--- src/rtl/pipe_hazard_ctrl_if.sv ---
// ---------------------------------------------------------------------------
// pipe_hazard_ctrl_if
//   Bundles the hazard-controller side of the pipeline.
//   master : the pipeline registers, which supply the stage fields and
//            consume the enables and selects.
//   slave  : the hazard controller itself.
//   The optional stall counter is not part of this bundle. When the
//   PIPE_HAZARD_STALL_CNT_EN macro is defined, the counter appears as two
//   plain ports on pipe_hazard_ctrl.
// ---------------------------------------------------------------------------
interface pipe_hazard_ctrl_if;

    // Decode-stage fields (IF/ID)
    logic [4:0] id_rs_i;
    logic [4:0] id_rt_i;
    logic       id_uses_rt_i;
    logic       id_branch_taken_i;

    // Execute-stage fields (ID/EX)
    logic       ex_memread_i;
    logic       ex_mc_i;
    logic [4:0] ex_rs_i;
    logic [4:0] ex_rt_i;

    // Writer fields of the two downstream stages
    logic       mem_regwrite_i;
    logic [4:0] mem_rd_i;
    logic       wb_regwrite_i;
    logic [4:0] wb_rd_i;

    // Pipeline-register controls
    logic       pc_we_o;
    logic       ifid_we_o;
    logic       ifid_flush_o;
    logic       idex_we_o;
    logic       idex_bubble_o;
    logic       exmem_bubble_o;

    // Forwarding selects: 00 regfile, 01 MEM/WB, 10 EX/MEM
    logic [1:0] fwd_a_o;
    logic [1:0] fwd_b_o;
    logic       mc_busy_o;

    modport master (
        output id_rs_i, id_rt_i, id_uses_rt_i, id_branch_taken_i,
        output ex_memread_i, ex_mc_i, ex_rs_i, ex_rt_i,
        output mem_regwrite_i, mem_rd_i, wb_regwrite_i, wb_rd_i,
        input  pc_we_o, ifid_we_o, ifid_flush_o, idex_we_o,
        input  idex_bubble_o, exmem_bubble_o, fwd_a_o, fwd_b_o, mc_busy_o
    );

    modport slave (
        input  id_rs_i, id_rt_i, id_uses_rt_i, id_branch_taken_i,
        input  ex_memread_i, ex_mc_i, ex_rs_i, ex_rt_i,
        input  mem_regwrite_i, mem_rd_i, wb_regwrite_i, wb_rd_i,
        output pc_we_o, ifid_we_o, ifid_flush_o, idex_we_o,
        output idex_bubble_o, exmem_bubble_o, fwd_a_o, fwd_b_o, mc_busy_o
    );

endinterface

--- src/rtl/pipe_hazard_ctrl.sv ---
// ---------------------------------------------------------------------------
// pipe_hazard_ctrl
//   Sequencing controller for a 5-stage pipeline. It produces the
//   write-enables, flushes and bubbles for the IF/ID, ID/EX and EX/MEM
//   registers. It resolves load-use hazards, taken branches and multi-cycle
//   EX operations, and it generates the EX-stage forwarding selects.
//   The controller has no datapath of its own.
//
//   Optional feature (macro PIPE_HAZARD_STALL_CNT_EN):
//     Adds a saturating stall counter, stall_cnt_o, with a synchronous
//     clear input, stall_cnt_clr_i.
//
//   Parameters:
//     MC_LAT : total number of EX cycles a multi-cycle op occupies (1..32).
//              With MC_LAT == 1, ex_mc_i is ignored.
//     CNT_W  : width of the optional stall counter.
// ---------------------------------------------------------------------------
module pipe_hazard_ctrl #(
    parameter int MC_LAT = 4,
    parameter int CNT_W  = 32
) (
    input  logic             clk_i,
    input  logic             rst_n_i,
`ifdef PIPE_HAZARD_STALL_CNT_EN
    input  logic             stall_cnt_clr_i,
    output logic [CNT_W-1:0] stall_cnt_o,
`endif
    pipe_hazard_ctrl_if.slave bus
);

    // Reject nonsensical configurations at elaboration time
    if (MC_LAT < 1 || MC_LAT > 32 || CNT_W < 1) begin : g_bad_params
        $error("pipe_hazard_ctrl: MC_LAT must be 1..32 and CNT_W must be >= 1");
    end

    // The counter holds "EX cycles still to wait".
    // It is loaded with MC_LAT-2 because:
    //   - the cycle that enters MC_WAIT is one EX cycle, and
    //   - the release cycle is another EX cycle.
    localparam int CW      = $clog2(MC_LAT + 1);
    localparam bit MC_EN   = (MC_LAT > 1);
    localparam int MC_LOAD = MC_EN ? (MC_LAT - 2) : 0;
    localparam logic [CW-1:0] MC_LOAD_V = CW'(MC_LOAD);

    typedef enum logic {
        RUN     = 1'b0,
        MC_WAIT = 1'b1
    } state_e;

    state_e          state_q, state_d;
    logic [CW-1:0]   mc_cnt_q, mc_cnt_d;

    logic            lu;
    logic            apply_rules;
    logic            pc_we, ifid_we, ifid_flush, idex_we;
    logic            idex_bubble, exmem_bubble, mc_busy;
    logic [1:0]      fwd_a, fwd_b;

    // Load-use hazard. The load's destination ($0 excluded) is read by the
    // decode-stage instruction.
    always_comb begin
        lu = bus.ex_memread_i && (bus.ex_rt_i != 5'd0) &&
             ((bus.ex_rt_i == bus.id_rs_i) ||
              (bus.id_uses_rt_i && (bus.ex_rt_i == bus.id_rt_i)));
    end

    // Next-state and pipeline-control decode. Priority: multi-cycle entry,
    // then load-use, then taken branch.
    always_comb begin
        // NOTE: every output gets a default first, so no path through the
        // case can leave a signal unassigned and infer a latch.
        state_d      = state_q;
        mc_cnt_d     = mc_cnt_q;
        pc_we        = 1'b1;
        ifid_we      = 1'b1;
        idex_we      = 1'b1;
        ifid_flush   = 1'b0;
        idex_bubble  = 1'b0;
        exmem_bubble = 1'b0;
        mc_busy      = 1'b0;
        apply_rules  = 1'b0;

        case (state_q)
            RUN: begin
                if (bus.ex_mc_i && MC_EN) begin
                    // Freeze the front end while the op owns EX. Any hazard
                    // or branch is re-examined at the release cycle.
                    state_d      = MC_WAIT;
                    mc_cnt_d     = MC_LOAD_V;
                    pc_we        = 1'b0;
                    ifid_we      = 1'b0;
                    idex_we      = 1'b0;
                    exmem_bubble = 1'b1;
                    mc_busy      = 1'b1;
                end else begin
                    apply_rules = 1'b1;
                end
            end

            MC_WAIT: begin
                mc_busy = 1'b1;
                if (mc_cnt_q != '0) begin
                    pc_we        = 1'b0;
                    ifid_we      = 1'b0;
                    idex_we      = 1'b0;
                    exmem_bubble = 1'b1;
                    mc_cnt_d     = mc_cnt_q - CW'(1);
                end else begin
                    // Final EX cycle. The result enters EX/MEM once, and
                    // the front end resumes subject to the normal rules.
                    state_d     = RUN;
                    apply_rules = 1'b1;
                end
            end

            default: begin
                state_d  = RUN;
                mc_cnt_d = '0;
            end
        endcase

        if (apply_rules) begin
            if (lu) begin
                // A single bubble behind the load. A branch in ID waits and
                // is seen again next cycle.
                pc_we       = 1'b0;
                ifid_we     = 1'b0;
                idex_bubble = 1'b1;
            end else if (bus.id_branch_taken_i) begin
                ifid_flush = 1'b1;
            end
        end

        // Reset overrides everything, even though the input is asynchronous
        if (!rst_n_i) begin
            state_d      = RUN;
            mc_cnt_d     = '0;
            pc_we        = 1'b0;
            ifid_we      = 1'b0;
            idex_we      = 1'b0;
            ifid_flush   = 1'b0;
            idex_bubble  = 1'b1;
            exmem_bubble = 1'b1;
            mc_busy      = 1'b0;
        end
    end

    // EX operand forwarding. The EX/MEM stage holds the newer value and wins
    // over MEM/WB. $0 is never forwarded.
    always_comb begin
        fwd_a = 2'b00;
        fwd_b = 2'b00;
        if (bus.mem_regwrite_i && (bus.mem_rd_i != 5'd0) && (bus.mem_rd_i == bus.ex_rs_i))
            fwd_a = 2'b10;
        else if (bus.wb_regwrite_i && (bus.wb_rd_i != 5'd0) && (bus.wb_rd_i == bus.ex_rs_i))
            fwd_a = 2'b01;

        if (bus.mem_regwrite_i && (bus.mem_rd_i != 5'd0) && (bus.mem_rd_i == bus.ex_rt_i))
            fwd_b = 2'b10;
        else if (bus.wb_regwrite_i && (bus.wb_rd_i != 5'd0) && (bus.wb_rd_i == bus.ex_rt_i))
            fwd_b = 2'b01;

        if (!rst_n_i) begin
            fwd_a = 2'b00;
            fwd_b = 2'b00;
        end
    end

    // State and multi-cycle counter registers. An asynchronous reset aborts
    // any op in flight.
    always_ff @(posedge clk_i or negedge rst_n_i) begin
        if (!rst_n_i) begin
            state_q  <= RUN;
            mc_cnt_q <= '0;
        end else begin
            // NOTE: state is updated with non-blocking assignments, so every
            // flop samples the values from before the edge.
            state_q  <= state_d;
            mc_cnt_q <= mc_cnt_d;
        end
    end

    assign bus.pc_we_o        = pc_we;
    assign bus.ifid_we_o      = ifid_we;
    assign bus.ifid_flush_o   = ifid_flush;
    assign bus.idex_we_o      = idex_we;
    assign bus.idex_bubble_o  = idex_bubble;
    assign bus.exmem_bubble_o = exmem_bubble;
    assign bus.fwd_a_o        = fwd_a;
    assign bus.fwd_b_o        = fwd_b;
    assign bus.mc_busy_o      = mc_busy;

`ifdef PIPE_HAZARD_STALL_CNT_EN
    logic [CNT_W-1:0] stall_cnt_q, stall_cnt_d;

    // Stall counter. Clear wins over increment, and the count saturates at
    // all-ones.
    always_comb begin
        stall_cnt_d = stall_cnt_q;
        if (stall_cnt_clr_i)
            stall_cnt_d = '0;
        else if (!pc_we && (stall_cnt_q != '1))
            stall_cnt_d = stall_cnt_q + CNT_W'(1);
    end

    // Stall counter register
    always_ff @(posedge clk_i or negedge rst_n_i) begin
        if (!rst_n_i)
            stall_cnt_q <= '0;
        else
            stall_cnt_q <= stall_cnt_d;
    end

    assign stall_cnt_o = stall_cnt_q;
`endif

endmodule

--- src/flat_wrapper.sv ---
// flat-port wrapper written by rule: the top's interface ports become plain ports
module pipe_hazard_ctrl_flat 
#(
    parameter int MC_LAT = 4,
    parameter int CNT_W  = 32
)
  (clk_i, rst_n_i, bus_id_rs_i, bus_id_rt_i, bus_id_uses_rt_i, bus_id_branch_taken_i, bus_ex_memread_i, bus_ex_mc_i, bus_ex_rs_i, bus_ex_rt_i, bus_mem_regwrite_i, bus_mem_rd_i, bus_wb_regwrite_i, bus_wb_rd_i, bus_pc_we_o, bus_ifid_we_o, bus_ifid_flush_o, bus_idex_we_o, bus_idex_bubble_o, bus_exmem_bubble_o, bus_fwd_a_o, bus_fwd_b_o, bus_mc_busy_o);
  pipe_hazard_ctrl_if bus_i ();
  input  logic clk_i;
  input  logic rst_n_i;
  input wire logic [$bits(bus_i.id_rs_i)-1:0] bus_id_rs_i;
  input wire logic [$bits(bus_i.id_rt_i)-1:0] bus_id_rt_i;
  input wire logic [$bits(bus_i.id_uses_rt_i)-1:0] bus_id_uses_rt_i;
  input wire logic [$bits(bus_i.id_branch_taken_i)-1:0] bus_id_branch_taken_i;
  input wire logic [$bits(bus_i.ex_memread_i)-1:0] bus_ex_memread_i;
  input wire logic [$bits(bus_i.ex_mc_i)-1:0] bus_ex_mc_i;
  input wire logic [$bits(bus_i.ex_rs_i)-1:0] bus_ex_rs_i;
  input wire logic [$bits(bus_i.ex_rt_i)-1:0] bus_ex_rt_i;
  input wire logic [$bits(bus_i.mem_regwrite_i)-1:0] bus_mem_regwrite_i;
  input wire logic [$bits(bus_i.mem_rd_i)-1:0] bus_mem_rd_i;
  input wire logic [$bits(bus_i.wb_regwrite_i)-1:0] bus_wb_regwrite_i;
  input wire logic [$bits(bus_i.wb_rd_i)-1:0] bus_wb_rd_i;
  output wire logic [$bits(bus_i.pc_we_o)-1:0] bus_pc_we_o;
  output wire logic [$bits(bus_i.ifid_we_o)-1:0] bus_ifid_we_o;
  output wire logic [$bits(bus_i.ifid_flush_o)-1:0] bus_ifid_flush_o;
  output wire logic [$bits(bus_i.idex_we_o)-1:0] bus_idex_we_o;
  output wire logic [$bits(bus_i.idex_bubble_o)-1:0] bus_idex_bubble_o;
  output wire logic [$bits(bus_i.exmem_bubble_o)-1:0] bus_exmem_bubble_o;
  output wire logic [$bits(bus_i.fwd_a_o)-1:0] bus_fwd_a_o;
  output wire logic [$bits(bus_i.fwd_b_o)-1:0] bus_fwd_b_o;
  output wire logic [$bits(bus_i.mc_busy_o)-1:0] bus_mc_busy_o;
  assign bus_i.id_rs_i = bus_id_rs_i;
  assign bus_i.id_rt_i = bus_id_rt_i;
  assign bus_i.id_uses_rt_i = bus_id_uses_rt_i;
  assign bus_i.id_branch_taken_i = bus_id_branch_taken_i;
  assign bus_i.ex_memread_i = bus_ex_memread_i;
  assign bus_i.ex_mc_i = bus_ex_mc_i;
  assign bus_i.ex_rs_i = bus_ex_rs_i;
  assign bus_i.ex_rt_i = bus_ex_rt_i;
  assign bus_i.mem_regwrite_i = bus_mem_regwrite_i;
  assign bus_i.mem_rd_i = bus_mem_rd_i;
  assign bus_i.wb_regwrite_i = bus_wb_regwrite_i;
  assign bus_i.wb_rd_i = bus_wb_rd_i;
  assign bus_pc_we_o = bus_i.pc_we_o;
  assign bus_ifid_we_o = bus_i.ifid_we_o;
  assign bus_ifid_flush_o = bus_i.ifid_flush_o;
  assign bus_idex_we_o = bus_i.idex_we_o;
  assign bus_idex_bubble_o = bus_i.idex_bubble_o;
  assign bus_exmem_bubble_o = bus_i.exmem_bubble_o;
  assign bus_fwd_a_o = bus_i.fwd_a_o;
  assign bus_fwd_b_o = bus_i.fwd_b_o;
  assign bus_mc_busy_o = bus_i.mc_busy_o;
  pipe_hazard_ctrl #(.MC_LAT(MC_LAT), .CNT_W(CNT_W)) u_core (.clk_i(clk_i), .rst_n_i(rst_n_i), .bus(bus_i));
endmodule
--- config.mk ---
export PLATFORM = sky130hd
export DESIGN_NAME = pipe_hazard_ctrl_flat
export DESIGN_NICKNAME = d
export VERILOG_FILES = /design/src/rtl/pipe_hazard_ctrl_if.sv /design/src/rtl/pipe_hazard_ctrl.sv /design/src/flat_wrapper.sv
export SDC_FILE = /design/constraint.sdc
export NUM_CORES = 1
export LEC_CHECK = 0
export BUFFER_PORTS_ARGS = -buffer_cell sky130_fd_sc_hd__buf_2
export CELL_PAD_IN_SITES_DETAIL_PLACEMENT = 1
export CELL_PAD_IN_SITES_GLOBAL_PLACEMENT = 1
export CORE_MARGIN = 2
export CORE_UTILIZATION = 25
export CTS_BUF_LIST = sky130_fd_sc_hd__clkbuf_8
export DETAILED_ROUTE_END_ITERATION = 16
export GPL_TIMING_DRIVEN = 1
export PLACE_DENSITY = 0.75
export SETUP_SLACK_MARGIN = 0.4
export SKIP_LAST_GASP = 1
export SYNTH_ARGS = -nofsm -noshare
export SYNTH_HDL_FRONTEND = slang
export SYNTH_SLANG_ARGS = --single-unit
--- constraint.sdc ---
create_clock -name clk_i -period 1.35 [get_ports clk_i]
set_clock_uncertainty 0.05 [all_clocks]
set_input_delay 0.135 -clock clk_i [delete_from_list [all_inputs] [get_ports clk_i]]
set_output_delay 0.135 -clock clk_i [all_outputs]
set_load 0.02 [all_outputs]
==> summary by stage, run 1 <==
Run status
The flow ran to the end, but the final reports show violations. The final reports fail on negative setup slack.

Yosys
The number of nets in the synthesized netlist is approximately 130. The number of distinct library cell variants in the gate-level netlist after synthesis is 27. After synthesis, the most frequently instantiated cells are xnor2_1 (17), xor2_1 (14), nand2_1 (8), or4_1 (5). The number of instances in the synthesized netlist is 86. The library cell occupying the most area in the post-synthesis netlist is xnor2_1. The register bit count reported by yosys is 4. The library cell with the highest instance count after synthesis is xnor2_1. The most used flip-flop cell after synthesis is dfrtp_1. The share of the synthesized area in the top cell type is between 20% and 30%.

Dividing the synthesized area by the synthesized cell count gives 8.12 um^2. After synthesis the cells add up to 698 um^2. Sequential cells were found to cover roughly 14% of the synthesized design area. The number of flops mapped to enable cells by yosys is 0. Yosys attributes the largest share of cell area to xnor2_1 (21%), xor2_1 (18%), dfrtp_1 (14%). In the synthesized netlist the async set-or-reset flop fraction comes to 100%. Yosys printed 0 warnings.

Setup path
The startpoint kind of the worst setup timing path is a flop. Traced cell by cell, the critical path runs through inv_2 -> ha_4 -> and3b_2 -> o21a_4 -> inv_6 -> a21oi_4 -> buf_6. For this run, the slowest stage of the critical path takes ~0.38 ns. The number of cells on the worst reg-to-reg path is 8. The data required time of the critical path is approximately 1.2 ns. The sort of element at the end of the critical path is a primary output. On the critical path, the stage with the largest delay is an instance of dfrtp_1. The startpoint of the most critical setup path is u_core.mc_cnt_q[0]. The worst endpoint data arrival time is around 1.5 ns.

In this run the critical register-to-register path is launched from u_core.mc_cnt_q[0]. The worst setup path is of the flop to primary output kind. Of all nets on the critical path, the largest fanout is 4.

Die
Measured along the x axis, the die boundary spans 56.8 um. The count of pins on the block boundary is 49. The number of rows created at floorplan is 19.

The core box area is approximately 2700 um^2. The initial core utilization is 25.8%. The overall die area is 3230 um^2. In this run the vertical extent of the chip is ~57 um.

Placement
At the end of routability-driven placement, the weighted congestion stood at around 0.8. The HPWL after detailed placement is approximately 2300 um. In this run the tool buffered the top-level ports with 48 buffer cells.

Final layout
The number of antenna diodes in the final layout is 0. The number of nets in the layout is roughly 210. The share of layout cells above drive strength 1 is just under 70%.

The area added between synthesis and finish is 123%. The fill cell total of the finished layout is around 320. Measured on the finished design, the core utilization comes to 57.4%.

Clock network
TritonCTS built the clock tree. The longest clock path from root to sink contains 2 buffers. At the later pin of the worst-skew pair, clock insertion delay measures around 0.22 ns.

CTS built an H-tree with a depth of 1. In this run the clock root is driven by a clkbuf_8. For this design, the sink count on the clock tree is 4. Clock tree synthesis inserted a total of 3 buffers. After clock tree synthesis, the clock-pin slew on the worst setup and hold paths is 0.03 ns.

Route
The first TritonRoute pass finished after 4 iterations. The average wire per standard cell is about 14 um. After the first detailed-routing iteration, the DRC count stood at 9.

In the routed layout, each cell is associated on average with a via count of approximately 4.6. After detailed routing, the total wire length is a little under 3000 um. The count of nets left with antenna violations after detail routing is 0. The number of remaining DRC errors is 0. Across all layers, the routed design uses about 930 vias.

Run
The tool flagged a number of max-cap violations equal to 0.

STA
In this run the tightest slew margin relative to its limit is between 80% and 90%. Based on the critical path, the design can be clocked at up to between 500 and 600 MHz. Setup repair after global routing could not meet its margin everywhere. The routed design could run at a clock period as short as roughly 1.7 ns. After layout, the worst setup slack is -0.360 ns. The summed negative setup slack over all endpoints is -3.30 ns. The final count of hold timing violations is 0. Setup violations remaining at the end of the flow were counted as 14. The max-slew violation count came to 0.

The worst-margin pin slew is between 0.2 and 0.3 ns. The portion of the clock cycle consumed by the worst path in the final layout is 127%.

Pwr
Net switching is 34.0% of the power. For this design the static power due to leakage is a little over 0.7 nW. In this run the power spent charging and discharging nets is around 0.32 mW. The sequential share of power is between 10% and 20%. The combinational share of power is between 50% and 60%.

The largest vdd supply drop is about 0.33 mV. The internal power component is ~0.63 mW. The power density relative to cell area is between 600 and 700 nW/um^2.

Of the total power, the clock network draws a little over a quarter.

GRT
Entering global routing, the biggest net connects 9 pins. The number of global-route vias before repair is 1066. In the global route stage, overall resource usage came out at between 10% and 20%.

The initial antenna violation count is 0. The global-route wire length before repair is about 4700 um. Summed over all layers, the global routing overflow is 0.

Min path
The path class of the lowest-slack min-delay path is primary input to flop. The startpoint of the tightest hold check path is bus_ex_mc_i. Along the worst hold path, the cell count comes to 5.
==> cell families after synthesis <==
logic type      synth area share, %
compound gates                 9.50
simple gates                   26.5
flops                          14.3
fa+ha+maj                      3.58
buf+inv                        7.17
xor+xnor                       38.9
==> final cells by class <==
type                       instances  area [um^2]  share of cell area [%]
timing repair buffer              86          634                    40.8
clock buffer                       3         41.3                    2.65
tap                               31         38.8                    2.49
multi-input combinational         72          721                    46.3
inverter                           4         20.0                    1.29
sequential                         4          100                    6.44
==> final timing paths <==
path | end | slack (ns)
min in group asynchronous | u_core.mc_cnt_q[0] | 0.42
min reg2reg | u_core.mc_cnt_q[0] | 0.52
max in group asynchronous | u_core.state_q | 0.65
min | u_core.mc_cnt_q[2] | 0.39
max reg2reg | u_core.mc_cnt_q[0] | -0.14
max | bus_pc_we_o | -0.36
==> registers in the layout (all words and copies together) (netlist names) <==
name / count
u_core.mc_cnt_q: 3
u_core.state_q: 1
==> repair_timing <==
action                     CTS  global route
pin swaps                   12            12
buffers inserted             5             2
resized for setup           30            18
setup endpoints to repair   15            15
hold endpoints to repair     4             4
gates cloned                 0             0
==> per-layer routing <==
| layer | GRT usage (%) | vias to the layer above | share of wire [%] |
|---|---|---|---|
| met2 | 36.9 | 34 | 61 |
| met4 | 4.98 | 0 | 0 |
| met3 | 4.38 | 0 | 5.2 |
| met1 | 19.1 | 436 | 34 |
| met5 | 0 | - | 0 |
| li1 | - | 456 | - |
==> per-stage QoR <==
step | total power [mW] | worst slack [ns] | std cells | hold WS, ns | area (um^2)
global route | 1.02 | -0.449 | 200 | 0.414 | 1560
floorplan | 0.397 | -0.221 | 86 | -0.211 | 852
detailed placement | 0.594 | -0.316 | 189 | 0.0407 | 1280
CTS | 0.921 | -0.402 | 197 | -0.189 | 1450
finish | 0.955 | -0.360 | 200 | 0.394 | 1560
global placement | 0.572 | -0.301 | 189 | 0.0368 | 1280
==> power by group through the flow <==
stage               Combinational, mW  Clock (mW)  Sequential [mW]
floorplan                       0.256           0            0.141
global placement                0.431           0            0.141
detailed placement              0.452           0            0.142
CTS                             0.522       0.258            0.140
global route                    0.614       0.268            0.143
finish                          0.566       0.248            0.141
==> cells in the final DEF (no fill, tap or decap), types with 3 or more instances in the layout <==
| master | netlist | routed |
|---|---|---|
| buf_2 | 1 | 34 |
| buf_4 | 1 | 32 |
| buf_6 | 1 | 19 |
| clkbuf_8 | 0 | 3 |
| dfrtp_1 | 4 | 4 |
| nand2_1 | 8 | 5 |
| nor4_4 | 0 | 4 |
| o21ai_1 | 1 | 3 |
| or4_4 | 0 | 3 |
| xnor2_1 | 17 | 14 |
| xor2_1 | 14 | 14 |
==> worst max-delay path: cells and delay by family (launching register included) <==
family                     cells  cell delay (ns)
buffers and inverters          3             0.27
AOI/OAI and AO/OA              2             0.32
adders and majority gates      1             0.11
DFF                            1             0.38
and+or+nand+nor                1             0.23
(Power assumes the default switching activity.)
==> run 2: changes to the inputs <==
- ABC_AREA: default -> 1
- PLACE_DENSITY: 0.75 -> 0.78
==> run 2 against run 1 <==
The flow still finishes with violations (negative setup slack); hold slack got worse by 0.13 ns; die area grew 13%; routed wire length increased by 23%; via count is 21% higher; largest power group unchanged.
==> summary by stage, run 2 <==
Run status
The run finished, with violations left. The final reports fail on negative setup slack.

Final layout
The register area is 100 um^2 (unchanged). The number of diodes came to 0 (unchanged). The fill cell total of the finished layout is 408 (+29%). The non-filler instance count after layout was 251 (+26%). The most flop-heavy register is u_core.mc_cnt_q. The share of layout cells above drive strength 1 is 51.2% (-18 points). The area added between synthesis and finish is 95.6%. The number of nets in the layout was 249 (+18%). The largest registers in the layout are u_core.mc_cnt_q: 3 flops, u_core.state_q: 1 flops. The most common cell after layout, fill and taps aside is nand2_1.

The total area of multi-input combinational cells is 727 um^2 (+0.87%). In the layout the commonest cells are nand2_1 (36), buf_2 (24), buf_6 (21), inv_1 (15), buf_4 (14). The core occupancy in the finished layout is 51.0% (-6.4 points). The number of flip-flops under the largest register name came to 3 (unchanged).

Yosys
The number of flops mapped to enable cells by yosys is 0 (unchanged). In the synthesized netlist the dominant register cell turns out to be dfrtp_1. The synthesis warning total was 0 (unchanged).

The library cell occupying the most area in the post-synthesis netlist is nand2_1. The register bit count reported by yosys is 4 (unchanged). The share of the synthesized area in the top cell type came to 18.4% (-2.9 points). The post-synthesis net count is 183 (+45%). The number of instances in the synthesized netlist is 143 (+66%).

The library cell with the highest instance count after synthesis is nand2_1. By count the netlist is led by nand2_1 (39), nor2_1 (21), inv_1 (19), nand3_1 (12), xor2_1 (11). The fraction of synthesis flops using an asynchronous set or reset pin is 100% (unchanged).

The sequential fraction of the synthesis area is 12.6% (-1.8 points). The cell area after synthesis was 796 um^2 (+14%). Sorting the synthesized cells by area gives the leading types as nand2_1 (18%), dfrtp_1 (13%), xor2_1 (12%). The number of distinct library cell variants in the gate-level netlist after synthesis is 22 (-19%).

The mean post-synth cell area came to 5.56 um^2 (-31%).

Route
The count of nets left with antenna violations after detail routing is 0 (unchanged). The via count is 1124 (+21%). The average wire per standard cell is 14.1 um (-2.2%). The number of remaining DRC errors came to 0 (unchanged). The initial detailed-routing violation count was 12 (+3).

The number of iterations in the first detailed-routing pass is 4 (unchanged). The final wirelength is 3540 um (+23%). The mean number of vias per cell is 4.48 (-3.3%).

STA
The post-layout worst setup margin is -0.345 ns (+0.0148 ns). The final count of hold timing violations is 0 (unchanged). The top achievable clock speed was 590 MHz (+0.87%). The headroom to the max-slew limit is 83.9% (+3.4 points). The worst slack on hold paths is 0.263 ns (-0.131 ns).

The worst-margin pin slew is 0.241 ns (-0.0494 ns). The portion of the clock cycle consumed by the worst path in the final layout is 126% (-1.1 points). The max-slew violation count was 0 (unchanged). The shortest period the worst path allows is 1.70 ns (-0.0148 ns).

The total of endpoints with negative setup slack in the final report is 10 (-4). The summed negative setup slack over all endpoints was -2.46 ns (+0.840 ns). Setup repair after global routing could not meet its margin everywhere.

Pwr
The combinational share of power was 58.8% (-0.4 points). The largest vdd supply drop is 0.818 mV (+150%). The total power of the final layout was 0.972 mW (+1.8%). The static leakage came to 0.824 nW (+13%). The internal power component is 0.607 mW (-3.6%). The proportion of power drawn by the clock network is 26.5% (+0.5 points). The power density relative to cell area is 624 nW/um^2 (+1.7%). The sequential share of power came to 14.7% (about the same).

The net switching power is 0.364 mW (+12%). The share of total power consumed by net switching is 37.5% (+3.5 points).

Placement
The number of port buffers is 48 (unchanged). The cell count after placement is 239 (+26%). The half-perimeter wire length of the detailed placement result is 2490 um (+7.7%). The global placer's final weighted congestion is 0.781 (-1.2%).

Setup path
The data required time of the critical path is 1.16 ns (about the same). The startpoint kind of the worst setup timing path is a flop. The end of the worst register-to-register path is u_core.mc_cnt_q[2]. The worst endpoint data arrival time is 1.51 ns (-0.02 ns). The startpoint of the worst register-to-register path is u_core.mc_cnt_q[1]. STA classifies the critical path endpoint as a primary output. The reg2reg setup slack is -0.25 ns (-0.11 ns). The path depth of the worst reg2reg path was 9 (+1). The category of the most critical setup path is flop to primary output. The peak fanout along the critical path is 2 (-2).

Clock network
The deepest level of the CTS H-tree came to 1 (unchanged). The clock insertion delay at the later pin of the skew report is 0.22 ns (about the same). The buffer levels on the longest clock path is 2 (unchanged). The tree is rooted in a clkbuf_8. TritonCTS built the clock tree. The clock net sink count was 4 (unchanged). The clock buffer count from CTS is 3 (unchanged). The CTS clock-pin slew for the worst setup and hold paths was 0.04 ns (about the same).

Die
The initial core utilization is 26.1% (+0.30 points). The count of pins on the block boundary is 49 (unchanged). The number of rows created at floorplan is 20 (+1). The overall die area is 3650 um^2 (+13%). The width of the chip is 60.4 um (+6.3%). The core box area is 3050 um^2 (+13%). The height of the chip came to 60.4 um (+6.3%).

GRT
The number of global-route vias before repair is 1182 (+11%). The pin count of the biggest net entering global routing is 7 (-2). The total overflow reported by the global router is 0 (unchanged). The initial antenna violation count is 0 (unchanged). The global-route wire length before repair is 5040 um (+8.1%). The all-layer global routing usage came to 18.8% (+0.18 points).

Min path
The path class of the lowest-slack min-delay path is primary input to async pin.

Run
The max-capacitance violation count was 0 (unchanged).
-- run 2: cell count changes after synthesis, sizes merged, moves of 3 or more --
cell    previous run  this run
nor4               4         0
or4                5         0
nand3              3        12
xor2              14        11
nor2               2        23
nand2              8        39
clkbuf             3         0
inv                4        27
xnor2             17         7
-- run 2: critical path, cell delays in order, from the launching register on --
cell	delay, ns
dfrtp_1	0.37
inv_2	0.09
ha_4	0.14
nand2_2	0.06
nor2_2	0.10
a21oi_2	0.06
nor2_4	0.15
nand2_4	0.09
nor2_4	0.10
buf_6	0.12
-- run 2: power by group through the flow --
stage | logic, mW | registers (mW) | clock network [mW]
after global placement | 0.382 | 0.141 | 0
after detailed placement | 0.392 | 0.143 | 0
after global routing | 0.620 | 0.144 | 0.273
after CTS | 0.484 | 0.142 | 0.269
final | 0.571 | 0.143 | 0.258
after floorplan | 0.236 | 0.142 | 0
-- run 2: cell families (layout without fill, tap and decap cells) --
group           count (synthesis)  count (layout)  synth area share [%]
compound gates                 11              11                  8.65
xor+xnor                       18              18                  19.8
fa+ha+maj                       2               2                  3.14
buf+inv                        29              93                  14.3
flops                           4               4                  12.6
simple gates                   79              79                  41.5
-- run 2: final cells by class --
cell class	count	area share, %
multi-input cells	110	46.7
repair buffers	63	33.5
inverters	27	7.15
flip-flops and latches	4	6.43
well taps	44	3.54
clock buffers	3	2.65
-- run 2: metrics by stage --
stage	cell area, um^2	setup slack [ns]
after floorplan	860	-0.135
after global placement	1170	-0.0417
after detailed placement	1170	-0.0801
after CTS	1390	-0.287
after global routing	1560	-0.420
final	1560	-0.345
-- run 2: routing by layer --
layer  part of all wire [%]  track usage [%]  up-vias  wire length, um
met1                     35             18.7      526             1250
met4                    2.1             7.45        0               75
met3                    3.7             3.20        8              132
met5                      0                0        -                0
met2                     59             38.0       32             2090
li1                       -                -      558                -
-- run 2: worst max-delay path by stage --
| stage | start | slack (ns) | end | cells after the start |
|---|---|---|---|---|
| 3_5_place_dp | u_core.mc_cnt_q[0] | -0.08 | bus_ifid_flush_o | 9 |
| 5_1_grt | u_core.mc_cnt_q[0] | -0.42 | bus_ifid_flush_o | 9 |
| 2_1_floorplan | u_core.mc_cnt_q[0] | -0.13 | bus_pc_we_o | 9 |
| 4_1_cts | u_core.mc_cnt_q[1] | -0.29 | bus_ifid_flush_o | 9 |
| 6_report | u_core.mc_cnt_q[0] | -0.35 | bus_ifid_flush_o | 9 |
| 3_3_place_gp | u_core.mc_cnt_q[0] | -0.04 | bus_ifid_flush_o | 9 |
-- run 2: timing repair --
item / 4_1_cts / 5_1_grt
hold endpoints to repair: 4 / 0
pin swaps: 17 / 26
endpoints found under the setup margin: 15 / 15
hold buffers: 1 / 0
setup buffers: 7 / 1
gates resized for setup: 34 / 42
cloned: 0 / 0
==> run 3: changes to the inputs <==
- BUFFER_PORTS_ARGS: -buffer_cell sky130_fd_sc_hd__buf_2 -> default
- CORE_UTILIZATION: 25 -> 36
- DONT_BUFFER_PORTS: default -> 1
- PLACE_DENSITY: 0.78 -> 0.75
- clock period: 1.35 -> 1.4 ns (I/O delays scaled with it)
==> run 3 against run 2 <==
Final area is 22% lower; flip-flop and latch count stayed put; sequential share of layout area is 1.9 points higher; final cell count is 27% lower; hold slack worse by 0.11 ns; setup slack better by 0.099 ns; sequential power hardly changed; clock-buffer cell count stayed put; the run still ends with negative setup slack left; die area is 29% lower; power is 13% lower; via count is 14% lower; critical endpoint is now bus_idex_we_o.
==> summary by stage, run 3 (same netlist as run 2, synthesis figures left out) <==
GRT
The initial antenna violation count is 0 (unchanged). The number of global-route vias before repair is 1061 (-10%). The all-layer global routing usage came to 24.8% (+6.0 points).

The pin count of the biggest net entering global routing is 7 (unchanged). The met3 track demand over resource was 5.56% (+2.4 points). The total overflow reported by the global router is 0 (unchanged).

The layer flagged by global routing as most heavily used is met2. The met2 usage is 48.7% (+11 points). The global-route wire length before repair is 4650 um (-7.8%). The met1 usage in global routing is 24.8% (+6.1 points).

Pwr
The static leakage is 0.576 nW (-30%). The total power of the final layout is 0.843 mW (-13%). The power density relative to cell area is 698 nW/um^2 (+12%). The largest vdd supply drop is 0.656 mV (-20%).

Setup path
The worst endpoint data arrival time is 1.46 ns (-0.05 ns). The reg2reg setup slack was -0.21 ns (+0.04 ns). The data required time of the critical path was 1.21 ns (+0.05 ns).

STA classifies the critical path startpoint as a flop. The path depth of the worst reg2reg path came to 11 (+2). The worst setup path is of the flop to primary output kind. The worst register-to-register path ends at u_core.mc_cnt_q[2]. The worst setup path is captured at a primary output.

In this run the critical register-to-register path is launched from u_core.mc_cnt_q[0]. The peak fanout along the critical path is 2 (unchanged).

Final layout
The number of nets in the layout is 197 (-21%). The fill cell total of the finished layout is 282 (-31%). In the final layout, the registers with the most flip-flops are u_core.mc_cnt_q: 3 flops, u_core.state_q: 1 flops. The number of flip-flops under the largest register name is 3 (unchanged). In the layout the commonest cells are nand2_1 (35), inv_1 (14), nor2_1 (13), xor2_1 (11). Leaving out fill and tap cells, the most frequent cell in the layout is nand2_1. The core occupancy in the finished layout is 56.2% (+5.2 points). The area added between synthesis and finish is 51.7%. The share of layout cells above drive strength 1 came to 38.1% (-13 points).

The most flop-heavy register is u_core.mc_cnt_q. The number of diodes was 0 (unchanged).

STA
The worst slack on hold paths was 0.149 ns (-0.114 ns). Setup repair after global routing could not meet its margin everywhere. The max-slew violation count came to 0 (unchanged). The top achievable clock speed is approximately 610 MHz.

The portion of the clock cycle consumed by the worst path in the final layout is 118%. The total of endpoints with negative setup slack in the final report is 11 (+1). The post-layout worst setup margin is -0.246 ns (+0.0994 ns). The final count of hold timing violations was 0 (unchanged).

The headroom to the max-slew limit was 65.0% (-19 points). The shortest period the worst path allows is around 1.6 ns. The worst-margin pin slew was 0.526 ns (+0.286 ns).

Die
The core box area came to 2150 um^2 (-30%). The count of pins on the block boundary is 49 (unchanged). The height of the chip is 51.0 um (-16%). The number of rows created at floorplan came to 17 (-15%). The width of the chip came to 51.0 um (-16%). The initial core utilization is 37.0% (+11 points). The overall die area is 2600 um^2 (-29%).

Run
The max-capacitance violation count came to 0 (unchanged).

Placement
The half-perimeter wire length of the detailed placement result came to 2080 um (-16%). The number of port buffers is 0 (-100%). The global placer's final weighted congestion is 0.737 (-5.6%).

Route
The mean number of vias per cell was 5.31 (+19%). The via count came to 972 (-14%). The number of iterations in the first detailed-routing pass is 4 (unchanged).

The count of nets left with antenna violations after detail routing is 0 (unchanged). The initial detailed-routing violation count is 19 (+7). The final wirelength is 3410 um (-3.8%). The average wire per standard cell came to 18.6 um (+32%). The number of remaining DRC errors is 0 (unchanged).

Clock network
The CTS clock-pin slew for the worst setup and hold paths is 0.04 ns (about the same). The clock insertion delay at the later pin of the skew report is 0.23 ns (about the same). The cell sitting at the root of the clock tree is a clkbuf_8.

The clock net sink count is 4 (unchanged). The clock buffer count from CTS is 3 (unchanged). The buffer levels on the longest clock path was 2 (unchanged). TritonCTS built the clock tree. The deepest level of the CTS H-tree is 1 (unchanged).

Min path
The path class of the lowest-slack min-delay path is primary input to async pin.

Run status
The run finished, with violations left. The final reports fail on negative setup slack.
run 3: cell types whose count changed in the layout (fill, tap and decap cells not counted), moves of 2 or more:
cell,before,now
nand3_1,8,6
o21ai_1,3,1
o21ai_2,2,4
xnor2_4,0,2
buf_6,21,6
xnor2_2,5,2
buf_4,14,4
nor2_2,5,1
nor2_4,5,9
buf_2,24,0
buf_8,2,0
run 3: worst max-delay path by stage:
stage / start / to / slack, ns / cells past startpoint
after global routing: u_core.mc_cnt_q[0] / bus_ifid_flush_o / -0.27 / 8
after CTS: u_core.mc_cnt_q[0] / bus_idex_bubble_o / -0.20 / 9
after floorplan: u_core.mc_cnt_q[0] / bus_pc_we_o / -0.09 / 9
after global placement: u_core.mc_cnt_q[0] / bus_ifid_flush_o / 0.03 / 8
final: u_core.mc_cnt_q[0] / bus_idex_we_o / -0.25 / 8
after detailed placement: u_core.mc_cnt_q[0] / bus_ifid_flush_o / -0.01 / 8
run 3: area by class of cell:
class / instances / area (um^2) / share of cell area (%)
timing repair buffer: 11 / 108 / 8.91
clock buffer: 3 / 41.3 / 3.42
tap: 28 / 35.0 / 2.90
multi-input combinational: 110 / 802 / 66.4
sequential: 4 / 100 / 8.29
inverter: 27 / 121 / 10.1
run 3: report_power, final:
part / total, mW / switching, mW / internal [mW] / leakage, nW
clock: 0.260 / 0.0758 / 0.185 / 0.0216
combinational: 0.442 / 0.241 / 0.200 / 0.501
sequential: 0.141 / 0.0119 / 0.129 / 0.0529
total: 0.843 / 0.329 / 0.514 / 0.576
run 3: routing by layer:
layer / share of wire (%) / vias up
li1: - / 451
met1: 40 / 471
met2: 51 / 43
met3: 6.8 / 7
met4: 2.2 / 0
met5: 0 / -
run 3: worst max-delay path, cell delays in order, from the launching register on:
cell and delay (ns):
dfrtp_1 0.37, inv_2 0.10, ha_4 0.16, nand2_4 0.05, nor2_4 0.10, a21oi_4 0.05
nor2_4 0.13, buf_6 0.14, buf_6 0.11
run 3: timing repair:
action                                 in CTS  in global routing
setup endpoints to repair                  15                 15
buffers inserted                            5                  1
endpoints found under the hold margin       4                  0
gates cloned                                0                  0
hold buffers                                1                  0
pin swaps                                  17                 19
resized for setup                          23                 26
run 3: stage by stage:
step / setup TNS (ns) / instances / worst slack, ns / area, um^2
after floorplan: -0.178 / 143 / -0.0898 / 852
after global placement: 0 / 173 / 0.0275 / 891
after detailed placement: -0.0120 / 173 / -0.0120 / 891
after CTS: -1.48 / 182 / -0.196 / 1070
after global routing: -2.43 / 183 / -0.273 / 1210
final: -2.05 / 183 / -0.246 / 1210
